`src/rtl/tnet_tx_arb.sv`:
```
// Purpose: packet-level arbiter sharing one 64-bit link TX stream between the
//          local command source and the forward (relay) path.
// Latency: 1 arbitration cycle per packet, then 1 registered output stage.
// Backpressure: source tready follows the output register's free slot (~tvalid_o | tready_i).
//
// Ports:
//   c_clk_i, c_rst_i          core clock, async active-high reset
//   loc_t*_i / loc_tready_o   local command stream (tProc control ops)
//   fwd_t*_i / fwd_tready_o   forward stream (packets relayed from the other channel)
//   prio_loc_i                1 = local strict priority, 0 = round-robin
//   clr_i                     single-cycle clear of packet counters and stall flag
//   axi_tx_t*_o / _tready_i   Aurora TX user stream
//   busy_o                    packet in progress or output beat pending
//   stall_err_o               sticky: output stalled for TIMEOUT consecutive cycles
//   loc_cnt_o / fwd_cnt_o     packets sent per source (wrap modulo 2^CNT_W)

module tnet_tx_arb #(
  parameter int DW      = 64,
  parameter int TIMEOUT = 1024,
  parameter int CNT_W   = 16
) (
  input  logic             c_clk_i,
  input  logic             c_rst_i,

  input  logic             loc_tvalid_i,
  input  logic [DW-1:0]    loc_tdata_i,
  input  logic             loc_tlast_i,
  output logic             loc_tready_o,

  input  logic             fwd_tvalid_i,
  input  logic [DW-1:0]    fwd_tdata_i,
  input  logic             fwd_tlast_i,
  output logic             fwd_tready_o,

  input  logic             prio_loc_i,
  input  logic             clr_i,

  output logic [DW-1:0]    axi_tx_tdata_o,
  output logic             axi_tx_tvalid_o,
  output logic             axi_tx_tlast_o,
  input  logic             axi_tx_tready_i,

  output logic             busy_o,
  output logic             stall_err_o,
  output logic [CNT_W-1:0] loc_cnt_o,
  output logic [CNT_W-1:0] fwd_cnt_o
);

  // Stall counter must be able to hold TIMEOUT itself (it saturates there).
  localparam int SW = $clog2(TIMEOUT + 1);

  localparam logic [1:0] S_IDLE = 2'd0;
  localparam logic [1:0] S_LOC  = 2'd1;
  localparam logic [1:0] S_FWD  = 2'd2;

  // Source tag / last-grant encoding.
  localparam logic SRC_LOC = 1'b0;
  localparam logic SRC_FWD = 1'b1;

  localparam logic [SW-1:0]    STALL_MAX = SW'(TIMEOUT);
  localparam logic [SW-1:0]    STALL_PRE = SW'(TIMEOUT - 1);
  localparam logic [SW-1:0]    STALL_ONE = SW'(1);
  localparam logic [CNT_W-1:0] CNT_ONE   = CNT_W'(1);

  logic [1:0]       state_q,     state_d;
  logic             last_gnt_q,  last_gnt_d;
  logic [DW-1:0]    dat_q,       dat_d;
  logic             vld_q,       vld_d;
  logic             last_q,      last_d;
  logic             tag_q,       tag_d;
  logic [CNT_W-1:0] loc_cnt_q,   loc_cnt_d;
  logic [CNT_W-1:0] fwd_cnt_q,   fwd_cnt_d;
  logic [SW-1:0]    stall_cnt_q, stall_cnt_d;
  logic             err_q,       err_d;

  logic out_free;
  logic loc_acc;
  logic fwd_acc;
  logic out_hs;
  logic stalled;
  logic pkt_done;

  // The output register can take a new beat when it is empty or draining now.
  assign out_free = ~vld_q | axi_tx_tready_i;

  assign loc_tready_o = (state_q == S_LOC) & out_free;
  assign fwd_tready_o = (state_q == S_FWD) & out_free;

  assign loc_acc = loc_tvalid_i & loc_tready_o;
  assign fwd_acc = fwd_tvalid_i & fwd_tready_o;

  assign out_hs   = vld_q & axi_tx_tready_i;
  assign stalled  = vld_q & ~axi_tx_tready_i;
  assign pkt_done = out_hs & last_q;

  // ---------------------------------------------------------------------------
  // Arbitration FSM. A grant is only decided in IDLE and then held until the
  // granted source's tlast beat is accepted, so packets never interleave.
  // ---------------------------------------------------------------------------
  always_comb begin
    state_d    = state_q;
    last_gnt_d = last_gnt_q;
    case (state_q)
      S_IDLE: begin
        // Local wins when alone, under strict priority, or when forward had
        // the previous grant; otherwise forward takes it if it is asking.
        if (loc_tvalid_i && (!fwd_tvalid_i || prio_loc_i || (last_gnt_q == SRC_FWD))) begin
          state_d    = S_LOC;
          last_gnt_d = SRC_LOC;
        end else if (fwd_tvalid_i) begin
          state_d    = S_FWD;
          last_gnt_d = SRC_FWD;
        end
      end
      S_LOC: begin
        if (loc_acc && loc_tlast_i) begin
          state_d = S_IDLE;
        end
      end
      S_FWD: begin
        if (fwd_acc && fwd_tlast_i) begin
          state_d = S_IDLE;
        end
      end
      default: begin
        state_d = S_IDLE;
      end
    endcase
  end

  // ---------------------------------------------------------------------------
  // Output register. Payload is only rewritten on an accepted beat, so it is
  // automatically stable while the link stalls.
  // ---------------------------------------------------------------------------
  always_comb begin
    vld_d  = vld_q;
    dat_d  = dat_q;
    last_d = last_q;
    tag_d  = tag_q;
    if (loc_acc) begin
      vld_d  = 1'b1;
      dat_d  = loc_tdata_i;
      last_d = loc_tlast_i;
      tag_d  = SRC_LOC;
    end else if (fwd_acc) begin
      vld_d  = 1'b1;
      dat_d  = fwd_tdata_i;
      last_d = fwd_tlast_i;
      tag_d  = SRC_FWD;
    end else if (axi_tx_tready_i) begin
      vld_d  = 1'b0;
    end
  end

  // ---------------------------------------------------------------------------
  // Packet counters. Clear is applied first so a coincident completion still
  // counts (result = 1).
  // ---------------------------------------------------------------------------
  always_comb begin
    loc_cnt_d = clr_i ? '0 : loc_cnt_q;
    fwd_cnt_d = clr_i ? '0 : fwd_cnt_q;
    if (pkt_done) begin
      if (tag_q == SRC_LOC) begin
        loc_cnt_d = loc_cnt_d + CNT_ONE;
      end else begin
        fwd_cnt_d = fwd_cnt_d + CNT_ONE;
      end
    end
  end

  // ---------------------------------------------------------------------------
  // Stall watchdog. Counts consecutive cycles with a pending beat that the link
  // refuses; the flag sets on the cycle the count reaches TIMEOUT. The data is
  // kept, only the condition is reported.
  // ---------------------------------------------------------------------------
  always_comb begin
    if (stalled) begin
      stall_cnt_d = (stall_cnt_q == STALL_MAX) ? stall_cnt_q : stall_cnt_q + STALL_ONE;
    end else begin
      stall_cnt_d = '0;
    end
    // Set on the reaching transition takes precedence over a same-cycle clear.
    err_d = (stalled && (stall_cnt_q == STALL_PRE)) | (err_q & ~clr_i);
  end

  always_ff @(posedge c_clk_i or posedge c_rst_i) begin
    if (c_rst_i) begin
      state_q     <= S_IDLE;
      last_gnt_q  <= SRC_FWD;
      vld_q       <= 1'b0;
      dat_q       <= '0;
      last_q      <= 1'b0;
      tag_q       <= SRC_LOC;
      loc_cnt_q   <= '0;
      fwd_cnt_q   <= '0;
      stall_cnt_q <= '0;
      err_q       <= 1'b0;
    end else begin
      state_q     <= state_d;
      last_gnt_q  <= last_gnt_d;
      vld_q       <= vld_d;
      dat_q       <= dat_d;
      last_q      <= last_d;
      tag_q       <= tag_d;
      loc_cnt_q   <= loc_cnt_d;
      fwd_cnt_q   <= fwd_cnt_d;
      stall_cnt_q <= stall_cnt_d;
      err_q       <= err_d;
    end
  end

  assign axi_tx_tdata_o  = dat_q;
  assign axi_tx_tvalid_o = vld_q;
  assign axi_tx_tlast_o  = last_q;
  assign busy_o          = (state_q != S_IDLE) | vld_q;
  assign stall_err_o     = err_q;
  assign loc_cnt_o       = loc_cnt_q;
  assign fwd_cnt_o       = fwd_cnt_q;

endmodule

```
`config.mk`:
```
export PLATFORM = sky130hd
export DESIGN_NAME = tnet_tx_arb
export DESIGN_NICKNAME = d
export VERILOG_FILES = /design/src/rtl/tnet_tx_arb.sv
export SDC_FILE = /design/constraint.sdc
export NUM_CORES = 1
export LEC_CHECK = 0
export ABC_AREA = 1
export BUFFER_PORTS_ARGS = -buffer_cell sky130_fd_sc_hd__buf_2
export CAP_MARGIN = 20
export CORE_ASPECT_RATIO = 0.9
export CORE_UTILIZATION = 40
export CTS_CLUSTER_SIZE = 10
export DETAILED_ROUTE_END_ITERATION = 6
export PLACE_DENSITY = 0.78
export SYNTH_ARGS = -nofsm -noshare
export SYNTH_HDL_FRONTEND = slang
export SYNTH_SLANG_ARGS = --single-unit
```
`constraint.sdc`:
```
create_clock -name c_clk_i -period 10.9 [get_ports c_clk_i]
set_clock_uncertainty 0.2 [all_clocks]
set_input_delay 2.18 -clock c_clk_i [delete_from_list [all_inputs] [get_ports c_clk_i]]
set_output_delay 2.18 -clock c_clk_i [all_outputs]
set_load 0.02 [all_outputs]
```
### After elaboration in Yosys (flattened, before gate mapping)

Cells that the tools add are included.
W data, S select, Z words.

| word-level totals | value |
|---|---|
| register bits | 114 |
| input port bits | 137 |
| logic and storage cells | 73 |

| operators by class | value |
|---|---|
| mux-type cells | 24 |
| equal/unequal tests | 8 |
| reduce and logical (&&, ||, !) cells | 14 |
| bitwise operators | 14 |
| add/sub/neg operators | 3 |

Operators with widths:

| kind | number |
|---|---|
| $mux W64 | 2 |
| $mux W16 | 6 |
| $add A16 B1 Y16 const B | 2 |
| $mux W11 | 2 |
| $add A11 B1 Y11 const B | 1 |
| $eq A11 B10 Y1 const B | 1 |
| $eq A11 B11 Y1 const B | 1 |
| $mux W1 | 9 |
| $and A1 B1 Y1 | 8 |
| $mux W2 | 4 |
| $pmux W2 S3 | 1 |
| $reduce_bool A2 Y1 | 3 |
| $logic_and A1 B1 Y1 | 4 |
| $ne A2 B1 Y1 const B | 2 |
| $ne A3 B3 Y1 const B | 1 |
| $not A1 Y1 | 3 |
| $or A1 B1 Y1 | 3 |
| $reduce_and A3 Y1 | 1 |
| $reduce_bool A3 Y1 | 1 |
| $eq A2 B1 Y1 const B | 1 |
| $eq A2 B2 Y1 const B | 1 |
| $logic_not A2 Y1 | 1 |
| $logic_or A1 B1 Y1 | 2 |
| $ne A2 B2 Y1 const B | 1 |
| other kinds (2) | 2 |

### Logic depth before layout (Yosys ltp)

Gate-level depths: netlist of the first run.

| logic depth | value |
|---|---|
| depth in word-level cells | 7 |
| mapped depth | 14 |

### Least setup slack after synthesis of the first run

OpenSTA, ideal clock, no wires.

| timing path | value |
|---|---|
| path type | input to output |
| start | input axi_tx_tready_i |
| end | output fwd_tready_o |
| stages on the path | 3 |
| setup slack | 5.652 ns |
| required time | 8.520 ns |
| arrival | 2.868 ns |
| path through | nor2_4 -> buf_1 -> nor3_1 |

| on the way | value |
|---|---|
| word-level cells in the longest chain between the ends | 2 |

Ends and longest elaborated chain:

| what | line | source |
|---|---|---|
| start: declaration | 41 | `input logic axi_tx_tready_i,` |
| $or A1 B1 Y1 | 84 | `assign out_free = ~vld_q \| axi_tx_tready_i;` |
| $and A1 B1 Y1 | 87 | `assign fwd_tready_o = (state_q == S_FWD) & out_free;` |
| end: declaration | 33 | `output logic fwd_tready_o,` |

No other way between the ends.

### Final worst setup path of the first run

Ends and elaborated chain as after synthesis.

==> results.sh, run 1 <==
export IMPL_place_inst=1115
export IMPL_hold_viol=0
export IMPL_dr_pass1_iters=7
export IMPL_slew_violations=0
export IMPL_ant_nets=0
export IMPL_h_tree_depth=4
export IMPL_die_y_um=119.9
export IMPL_pwr_share_seq_pct=31.7
export IMPL_synthFlopType="dfrtp_1"
export IMPL_drc=0
export IMPL_status="finished clean"
export IMPL_ys_seq_area_share_pct=46.18
export IMPL_wl_per_cell_um=14.00
export IMPL_p_comb_share_pct=38.3
export IMPL_required_ns=8.52
export IMPL_grt_max_degree=67
export IMPL_clk_latency_ns=0.41
export IMPL_clk_pin_slew_ns=0.05
export IMPL_cts_tree="yes"
export IMPL_p_total_mw=2.018
export IMPL_coreArea_um2=14920
export IMPL_switching_share_pct=39.21
export IMPL_timing_final_crit_share_pct=47.99
export IMPL_syn_inst=708
export IMPL_p_leak_nw=4.115
export IMPL_synth_area_per_cell_um2=8.728
export IMPL_antenna_found_initial=1
export IMPL_rows=42
export IMPL_timing_slew_headroom_pct=28.45
export IMPL_finalNonFillerCells=1148
export IMPL_synthesis_nets=849
export IMPL_track_usage_pct=20.89
export IMPL_ys_types=33
export IMPL_clk_path_buf_depth=2
export IMPL_initial_core_util_pct=41.41
export IMPL_grt_pass1_wl_mm=26.00
export IMPL_holdPathStages=2
export IMPL_cts_resized_gates=0
export IMPL_ir_drop_uv=136.7
export IMPL_max_slew_worst_pin_slew_ns=1.073
export IMPL_end_kind="primary output"
export IMPL_synth_area_um2=6180
export IMPL_grt_pass1_vias=5231
export IMPL_synth_edff_count=0
export IMPL_setup_worst_path_start_class="input pin"
export IMPL_syn_to_final_growth_pct=29.66
export IMPL_p_clk_share_pct=30.0
export IMPL_ys_ff_latch=114
export IMPL_port_buffers=238
export IMPL_viasPerCell=4.849
export IMPL_crit_type="in -> out"
export IMPL_mostFrequentLayoutCells="buf_2 (238), nand2_1 (152), dfrtp_1 (113)"
export IMPL_drive_gt1_share_pct=43.52
export IMPL_initialDrtViolationCount=450
export IMPL_drv_cap=0
export IMPL_post_dp_hpwl_mm=11.49
export IMPL_yosysWarningCount=0
export IMPL_internal_power_mw=1.227
export IMPL_root_buffer="clkbuf_16"
export IMPL_cts_setup_buffers=0
export IMPL_final_common_cell="buf_2"
export IMPL_timing_fmax_mhz=191.2
export IMPL_clock_sinks=114
export IMPL_period_needed_ns=5.231
export IMPL_num_vias=5567
export IMPL_r2r_slack_ns=7.73
export IMPL_worst_r2r_path_depth=9
export IMPL_place_ws_ns=5.669
export IMPL_routabilityCongestion=0.9013
export IMPL_tns_ns=0
export IMPL_critPathMaxFanout=15
export IMPL_final_setup_viol_count=0
export IMPL_setup_slack_ns=5.669
export IMPL_grt_ovfl_total=0
export IMPL_io_pins=239
export IMPL_arrival_ns=2.85
export IMPL_die_area_um2=15950
export IMPL_cts_hold_buffers_added=0
export IMPL_async_reset_ff_share_pct=100.0
export IMPL_fillCellCount=1410
export IMPL_finalNetCount=1077
export IMPL_rsz0062_at_grt="no"
export IMPL_cts_buffers=17
export IMPL_p_switching_mw=0.7913
export IMPL_powerDensity_nw_per_um2=251.8
export IMPL_hp_class="reg -> reg"
export IMPL_finalWirelength_mm=16.07
export IMPL_die_w_um=133.0
-- power groups by stage --
| stage | combinational (mW) | clock, mW | sequential, mW |
|---|---|---|---|
| after floorplan | 0.445 | 0 | 0.777 |
| after global placement | 0.766 | 0 | 0.641 |
| after detailed placement | 0.784 | 0 | 0.641 |
| after CTS | 0.782 | 0.616 | 0.639 |
| after global routing | 0.844 | 0.638 | 0.656 |
| final | 0.773 | 0.605 | 0.640 |
-- synthesized netlist by cell type (all sizes together), types with 4 or more instances --
| library cell | count | area (µm²) |
|---|---|---|
| xnor2 | 9 | 78.83 |
| nand4 | 13 | 81.33 |
| o21ai | 136 | 1090 |
| dfrtp | 113 | 2828 |
| nand2 | 155 | 589.3 |
| xor2 | 15 | 131.4 |
| ha | 4 | 50.05 |
| nor2 | 120 | 503.0 |
| buf | 32 | 291.5 |
| nand3 | 22 | 130.1 |
| nor3 | 9 | 50.05 |
| a21oi | 5 | 25.02 |
| inv | 65 | 244.0 |
-- routing by layer --
metal | vias to the layer above | routed length (µm) | global-route usage (%)
met2 | 226 | 7577 | 33.15
li1 | 2727 | - | -
met1 | 2594 | 7005 | 26.65
met3 | 20 | 1216 | 6.422
met5 | - | 0 | 0
met4 | 0 | 274 | 7.902
-- registers in the layout (all words and copies together), names as in the netlist --
register         cells
stall_cnt_q         11
axi_tx_tlast_o       1
last_gnt_q           1
state_q              2
stall_err_o          1
loc_cnt_o           16
fwd_cnt_o           16
axi_tx_tvalid_o      1
axi_tx_tdata_o      64
tag_q                1
-- path summary, 6_finish.rpt --
path,to,startpoint
min,axi_tx_tdata_o[32]$_DFFE_PP0P_,axi_tx_tdata_o[32]$_DFFE_PP0P_
min reg2reg,axi_tx_tdata_o[32]$_DFFE_PP0P_,axi_tx_tdata_o[32]$_DFFE_PP0P_
max,fwd_tready_o,axi_tx_tready_i
max reg2reg,axi_tx_tdata_o[5]$_DFFE_PP0P_,axi_tx_tvalid_o$_DFFE_PP0P_
max in group asynchronous,state_q[0]$_DFFE_PP0P_,c_rst_i
min in group asynchronous,axi_tx_tdata_o[10]$_DFFE_PP0P_,c_rst_i
-- cell type report --
class | count | area (µm²) | share of cell area [%]
sequential | 114 | 2854 | 35.62
multi-input combinational | 496 | 2791 | 34.84
timing repair buffer | 242 | 1221 | 15.24
clock buffer | 23 | 498.0 | 6.215
inverter | 65 | 247.7 | 3.092
tap | 198 | 247.7 | 3.092
clock inverter | 9 | 150.1 | 1.874
antenna | 1 | 2.502 | 0.03123
-- worst max-delay path: stages --
cell	delay [ns]
buf_2	0.13
nor2_4	0.29
nor3_1	0.08
buf_2	0.17
-- cells by family (layout without fill, tap and decap cells) --
kind of cell	Yosys count	count (layout)	share of synthesized area [%]
and+or+nand+nor	324	324	22.47
AOI/OAI and AO/OA	144	144	18.40
DFF	114	114	46.18
buffers and inverters	98	339	8.726
xor gates and xnor gates	24	24	3.402
adders and majority gates	4	4	0.8099
other	0	1	0
-- metrics by stage --
step | hold WS, ns | util [%] | instance area, µm²
6_report | 0.2769 | 53.69 | 8013
5_1_grt | 0.3009 | 53.67 | 8010
4_1_cts | 0.2792 | 53.67 | 8010
3_5_place_dp | 0.2655 | 49.33 | 7362
3_3_place_gp | 0.2621 | 49.33 | 7362
2_1_floorplan | 0.2703 | - | 6180
No activity file was read; power rests on OpenSTA's default activity.
==> inputs of run 2 (changes only) <==
==> constraint.sdc (replaced) <==
create_clock -name c_clk_i -period 4.85 [get_ports c_clk_i]
set_clock_uncertainty 0.2 [all_clocks]
set_input_delay 0.97 -clock c_clk_i [delete_from_list [all_inputs] [get_ports c_clk_i]]
set_output_delay 0.97 -clock c_clk_i [all_outputs]
set_load 0.02 [all_outputs]
==> results.sh, run 2 (synthesized netlist as in run 1, its figures left out) <==
export IMPL_status="finished clean"
export IMPL_port_buffers=238
export IMPL_initial_core_util_pct=41.41
export IMPL_hp_start="axi_tx_tdata_o[13]$_DFFE_PP0P_"
export IMPL_post_dp_hpwl_mm=11.77
export IMPL_drive_gt1_share_pct=43.28
export IMPL_tns_ns=0
export IMPL_drc=0
export IMPL_use_met3_pct=6.337
export IMPL_cts_buffers=17
export IMPL_clk_path_buf_depth=2
export IMPL_final_setup_viol_count=0
export IMPL_setup_worst_path_start_class="input pin"
export IMPL_finalNonFillerCells=1152
export IMPL_initialDrtViolationCount=281
export IMPL_period_needed_ns=2.859
export IMPL_clk_pin_slew_ns=0.05
export IMPL_holdWs_ns=0.2718
export IMPL_mostFrequentLayoutCells="buf_2 (238), nand2_1 (152), dfrtp_1 (113)"
export IMPL_ant_nets=0
export IMPL_end_kind="primary output"
export IMPL_cts_setup_buffers=0
export IMPL_wl_per_cell_um=14.23
export IMPL_slew_violations=0
export IMPL_hp_class="reg -> reg"
export IMPL_viasPerCell=4.833
export IMPL_drv_cap=0
export IMPL_place_inst=1118
export IMPL_timing_final_crit_share_pct=58.94
export IMPL_timing_slew_headroom_pct=31.69
export IMPL_powerDensity_nw_per_um2=552.7
export IMPL_largest_reg_flops=64
export IMPL_holdPathStages=2
export IMPL_dr_pass1_iters=4
export IMPL_grt_pass1_wl_mm=26.55
export IMPL_p_leak_nw=4.084
export IMPL_clk_latency_ns=0.41
export IMPL_track_usage_pct=21.52
export IMPL_clock_sinks=114
export IMPL_final_common_cell="buf_2"
export IMPL_critical_path_startpoint="axi_tx_tready_i"
export IMPL_rsz0062_at_grt="no"
export IMPL_h_tree_depth=4
export IMPL_die_w_um=133.0
export IMPL_root_buffer="clkbuf_16"
export IMPL_p_total_mw=4.410
export IMPL_grtUsageMet2_pct=34.82
export IMPL_cts_hold_buffers_added=0
export IMPL_rows=42
export IMPL_routabilityCongestion=0.8592
export IMPL_critPathMaxFanout=15
export IMPL_max_slew_worst_pin_slew_ns=1.025
export IMPL_hold_viol=0
export IMPL_die_area_um2=15950
export IMPL_antenna_found_initial=3
export IMPL_finalWirelength_mm=16.40
export IMPL_rr_startpoint="axi_tx_tvalid_o$_DFFE_PP0P_"
export IMPL_syn_to_final_growth_pct=29.09
export IMPL_finalNetCount=1080
export IMPL_grt_busiest_layer="met2"
export IMPL_grt_pass1_vias=5374
export IMPL_grt_max_degree=65
export IMPL_crit_type="in -> out"
export IMPL_grt_ovfl_total=0
export IMPL_required_ns=3.68
export IMPL_io_pins=239
export IMPL_ir_drop_uv=330.8
export IMPL_timing_fmax_mhz=349.8
export IMPL_coreArea_um2=14920
export IMPL_cts_tree="yes"
export IMPL_cts_resized_gates=0
export IMPL_worst_r2r_path_depth=8
export IMPL_die_y_um=119.9
export IMPL_arrival_ns=1.69
export IMPL_met1_usage_pct=26.90
export IMPL_num_vias=5568
run 2: cell type report:
cell class              count  area [µm²]
multi-input cells         496        2791
clock inverters             8       103.9
repair buffers            245        1256
diodes                      2       5.005
well taps                 198       247.7
inverters                  65       247.7
flip-flops and latches    114        2854
fillers                  1414        6947
clock buffers              24       471.7
run 2: power by group:
group          internal [mW]  leakage [nW]  total, mW  switching (mW)
Clock                  0.782         0.267       1.22           0.435
Combinational          0.593          2.34       1.76            1.16
Sequential              1.25          1.48       1.44           0.187
Total                   2.62          4.08       4.41            1.78
run 2: per-layer routing:
layer  wire [µm]  up-vias  share of wire, %
li1            -     2733                 -
met1        7017     2608                43
met2        7948      207                48
met3        1123       18               6.8
met4         295        2               1.8
met5          13        -             0.079
run 2: final timing paths:
kind / endpoint / slack [ns]
worst max-delay path: fwd_tready_o / 1.99
worst min-delay path: axi_tx_tdata_o[13]$_DFFE_PP0P_ / 0.27
worst max register to register: axi_tx_tdata_o[58]$_DFFE_PP0P_ / 2.26
worst min register to register: axi_tx_tdata_o[13]$_DFFE_PP0P_ / 0.27
max in group asynchronous: axi_tx_tdata_o[44]$_DFFE_PP0P_ / 3.01
min in group asynchronous: axi_tx_tdata_o[12]$_DFFE_PP0P_ / 0.51
run 2: metrics by stage:
step	util (%)	setup slack, ns	area (µm²)
2_1_floorplan	-	0.6659	6180
6_report	53.45	1.991	7978
4_1_cts	53.42	1.998	7973
5_1_grt	53.44	1.863	7975
3_5_place_dp	49.56	1.572	7397
3_3_place_gp	49.56	1.616	7397
run 2: worst max-delay path, stage by stage:
cell and delay [ns]:
buf_2 0.13, nor2_4 0.29, nor3_1 0.12, buf_2 0.18
==> inputs of run 3 (changes only) <==
--- a/config.mk
+++ b/config.mk
@@ -12,7 +12,7 @@
 export CORE_UTILIZATION = 40
 export CTS_CLUSTER_SIZE = 10
 export DETAILED_ROUTE_END_ITERATION = 6
-export PLACE_DENSITY = 0.78
+export PLACE_DENSITY = 0.8
 export SYNTH_ARGS = -nofsm -noshare
 export SYNTH_HDL_FRONTEND = slang
 export SYNTH_SLANG_ARGS = --single-unit
==> constraint.sdc (replaced) <==
create_clock -name c_clk_i -period 2.5 [get_ports c_clk_i]
set_clock_uncertainty 0.2 [all_clocks]
set_input_delay 0.5 -clock c_clk_i [delete_from_list [all_inputs] [get_ports c_clk_i]]
set_output_delay 0.5 -clock c_clk_i [all_outputs]
set_load 0.02 [all_outputs]
==> results.sh, run 3 (synthesized netlist as in run 1, its figures left out) <==
export IMPL_h_tree_depth=4
export IMPL_routabilityCongestion=0.8826
export IMPL_timing_slew_headroom_pct=66.97
export IMPL_arrival_ns=1.45
export IMPL_grt_busiest_layer="met2"
export IMPL_p_leak_nw=4.149
export IMPL_post_dp_hpwl_mm=11.75
export IMPL_finalNetCount=1083
export IMPL_grt_max_degree=66
export IMPL_holdWs_ns=0.009408
export IMPL_cts_buffers=17
export IMPL_viasPerCell=4.853
export IMPL_finalWirelength_mm=16.35
export IMPL_initialDrtViolationCount=329
export IMPL_mostFrequentLayoutCells="buf_2 (238), nand2_1 (152), dfrtp_1 (113)"
export IMPL_coreArea_um2=14920
export IMPL_drc=0
export IMPL_grt_pass1_wl_mm=26.92
export IMPL_rsz0062_at_grt="no"
export IMPL_initial_core_util_pct=41.41
export IMPL_critPathMaxFanout=14
export IMPL_clk_latency_ns=0.41
export IMPL_path_cells="inv_2, nor2_4, buf_4, nor3_1, buf_2"
export IMPL_timing_fmax_mhz=465.3
export IMPL_clk_path_buf_depth=2
export IMPL_end_kind="primary output"
export IMPL_crit_type="reg -> out"
export IMPL_wl_per_cell_um=14.16
export IMPL_dr_pass1_iters=4
export IMPL_timing_final_crit_share_pct=85.97
export IMPL_cts_setup_buffers=0
export IMPL_largest_reg_flops=64
export IMPL_fillCellCount=1362
export IMPL_max_slew_worst_pin_slew_ns=0.4954
export IMPL_setup_worst_path_start_class="flip-flop"
export IMPL_critPathTopFamily="buffers and inverters"
export IMPL_die_y_um=119.9
export IMPL_root_buffer="clkbuf_16"
export IMPL_tns_ns=0
export IMPL_powerDensity_nw_per_um2=1083
export IMPL_drv_cap=0
export IMPL_met1_usage_pct=26.52
export IMPL_ir_drop_uv=637.7
export IMPL_multi_input_area_um2=2791
export IMPL_grtUsageMet2_pct=35.70
export IMPL_cts_tree="yes"
export IMPL_seqCellArea_um2=2854
export IMPL_die_w_um=133.0
export IMPL_track_usage_pct=21.59
export IMPL_io_pins=239
export IMPL_grt_ovfl_total=0
export IMPL_critPathBufInv=3
export IMPL_cts_resized_gates=0
export IMPL_hp_class="in -> async"
export IMPL_clock_sinks=114
export IMPL_die_area_um2=15950
export IMPL_status="finished clean"
export IMPL_clk_pin_slew_ns=0.06
export IMPL_num_vias=5605
export IMPL_drive_gt1_share_pct=43.77
export IMPL_period_needed_ns=2.149
export IMPL_rows=42
export IMPL_hold_viol=0
export IMPL_ant_nets=0
export IMPL_final_common_cell="buf_2"
export IMPL_antenna_found_initial=2
export IMPL_cpPeakStageDelay_ns=0.42
export IMPL_port_buffers=238
export IMPL_required_ns=1.80
export IMPL_final_setup_viol_count=0
export IMPL_use_met3_pct=7.224
export IMPL_slew_violations=0
export IMPL_syn_to_final_growth_pct=31.10
export IMPL_grt_pass1_vias=5518
export IMPL_cts_hold_buffers_added=0
export IMPL_critical_path_slowest_cell="dfrtp_1"
## run 3: metrics by stage
| step | utilization [%] | power, mW | instance area, µm² | setup WS (ns) | std cells |
|---|---|---|---|---|---|
| global route | 54.25 | 9.317 | 8097 | 0.2645 | 1153 |
| floorplan | - | 5.329 | 6183 | 0.4127 | 708 |
| CTS | 54.25 | 8.868 | 8097 | 0.3222 | 1153 |
| global placement | 50.06 | 6.209 | 7471 | 0.3530 | 1121 |
| finish | 54.28 | 8.773 | 8102 | 0.3507 | 1155 |
| detailed placement | 50.06 | 6.299 | 7471 | 0.2778 | 1121 |
## run 3: path summary, 6_finish.rpt
check	end	slack [ns]	start	depth (start not counted)
min in group c_clk_i	axi_tx_tdata_o[50]$_DFFE_PP0P_	0.14	loc_tdata_i[50]	3
worst max-delay path	fwd_tready_o	0.35	axi_tx_tvalid_o$_DFFE_PP0P_	5
worst min-delay path	axi_tx_tdata_o[17]$_DFFE_PP0P_	0.009	c_rst_i	3
worst min register to register	axi_tx_tdata_o[2]$_DFFE_PP0P_	0.28	axi_tx_tdata_o[2]$_DFFE_PP0P_	2
worst max register to register	axi_tx_tdata_o[59]$_DFFE_PP0P_	0.49	axi_tx_tvalid_o$_DFFE_PP0P_	8
max in group asynchronous	last_gnt_q$_DFFE_PP1P_	1.76	c_rst_i	3
## run 3: tightest hold or removal path: stages
cell	delay, ns
buf_2	0.11
clkinvlp_4	0.11
buf_12	0.29
## run 3: layout make-up
type | count | share of cell area (%)
Antenna cell | 2 | 0.06178
Timing Repair Buffer | 248 | 16.40
Inverter | 65 | 3.073
Multi-Input combinational cell | 496 | 34.46
Sequential cell | 114 | 35.23
Clock inverter | 8 | 1.529
Clock buffer | 24 | 6.193
Tap cell | 198 | 3.058
## run 3: metal layers
layer / vias to the layer above / share of wire (%)
met1: 2617 / 44
met3: 21 / 7.0
li1: 2745 / -
met4: 2 / 1.5
met5: - / 0.10
met2: 220 / 47
## run 3: report_power, final
part	switching [mW]	total, mW	internal (mW)
Clock	0.841	2.54	1.70
Sequential	0.348	2.77	2.42
Combinational	2.27	3.46	1.19
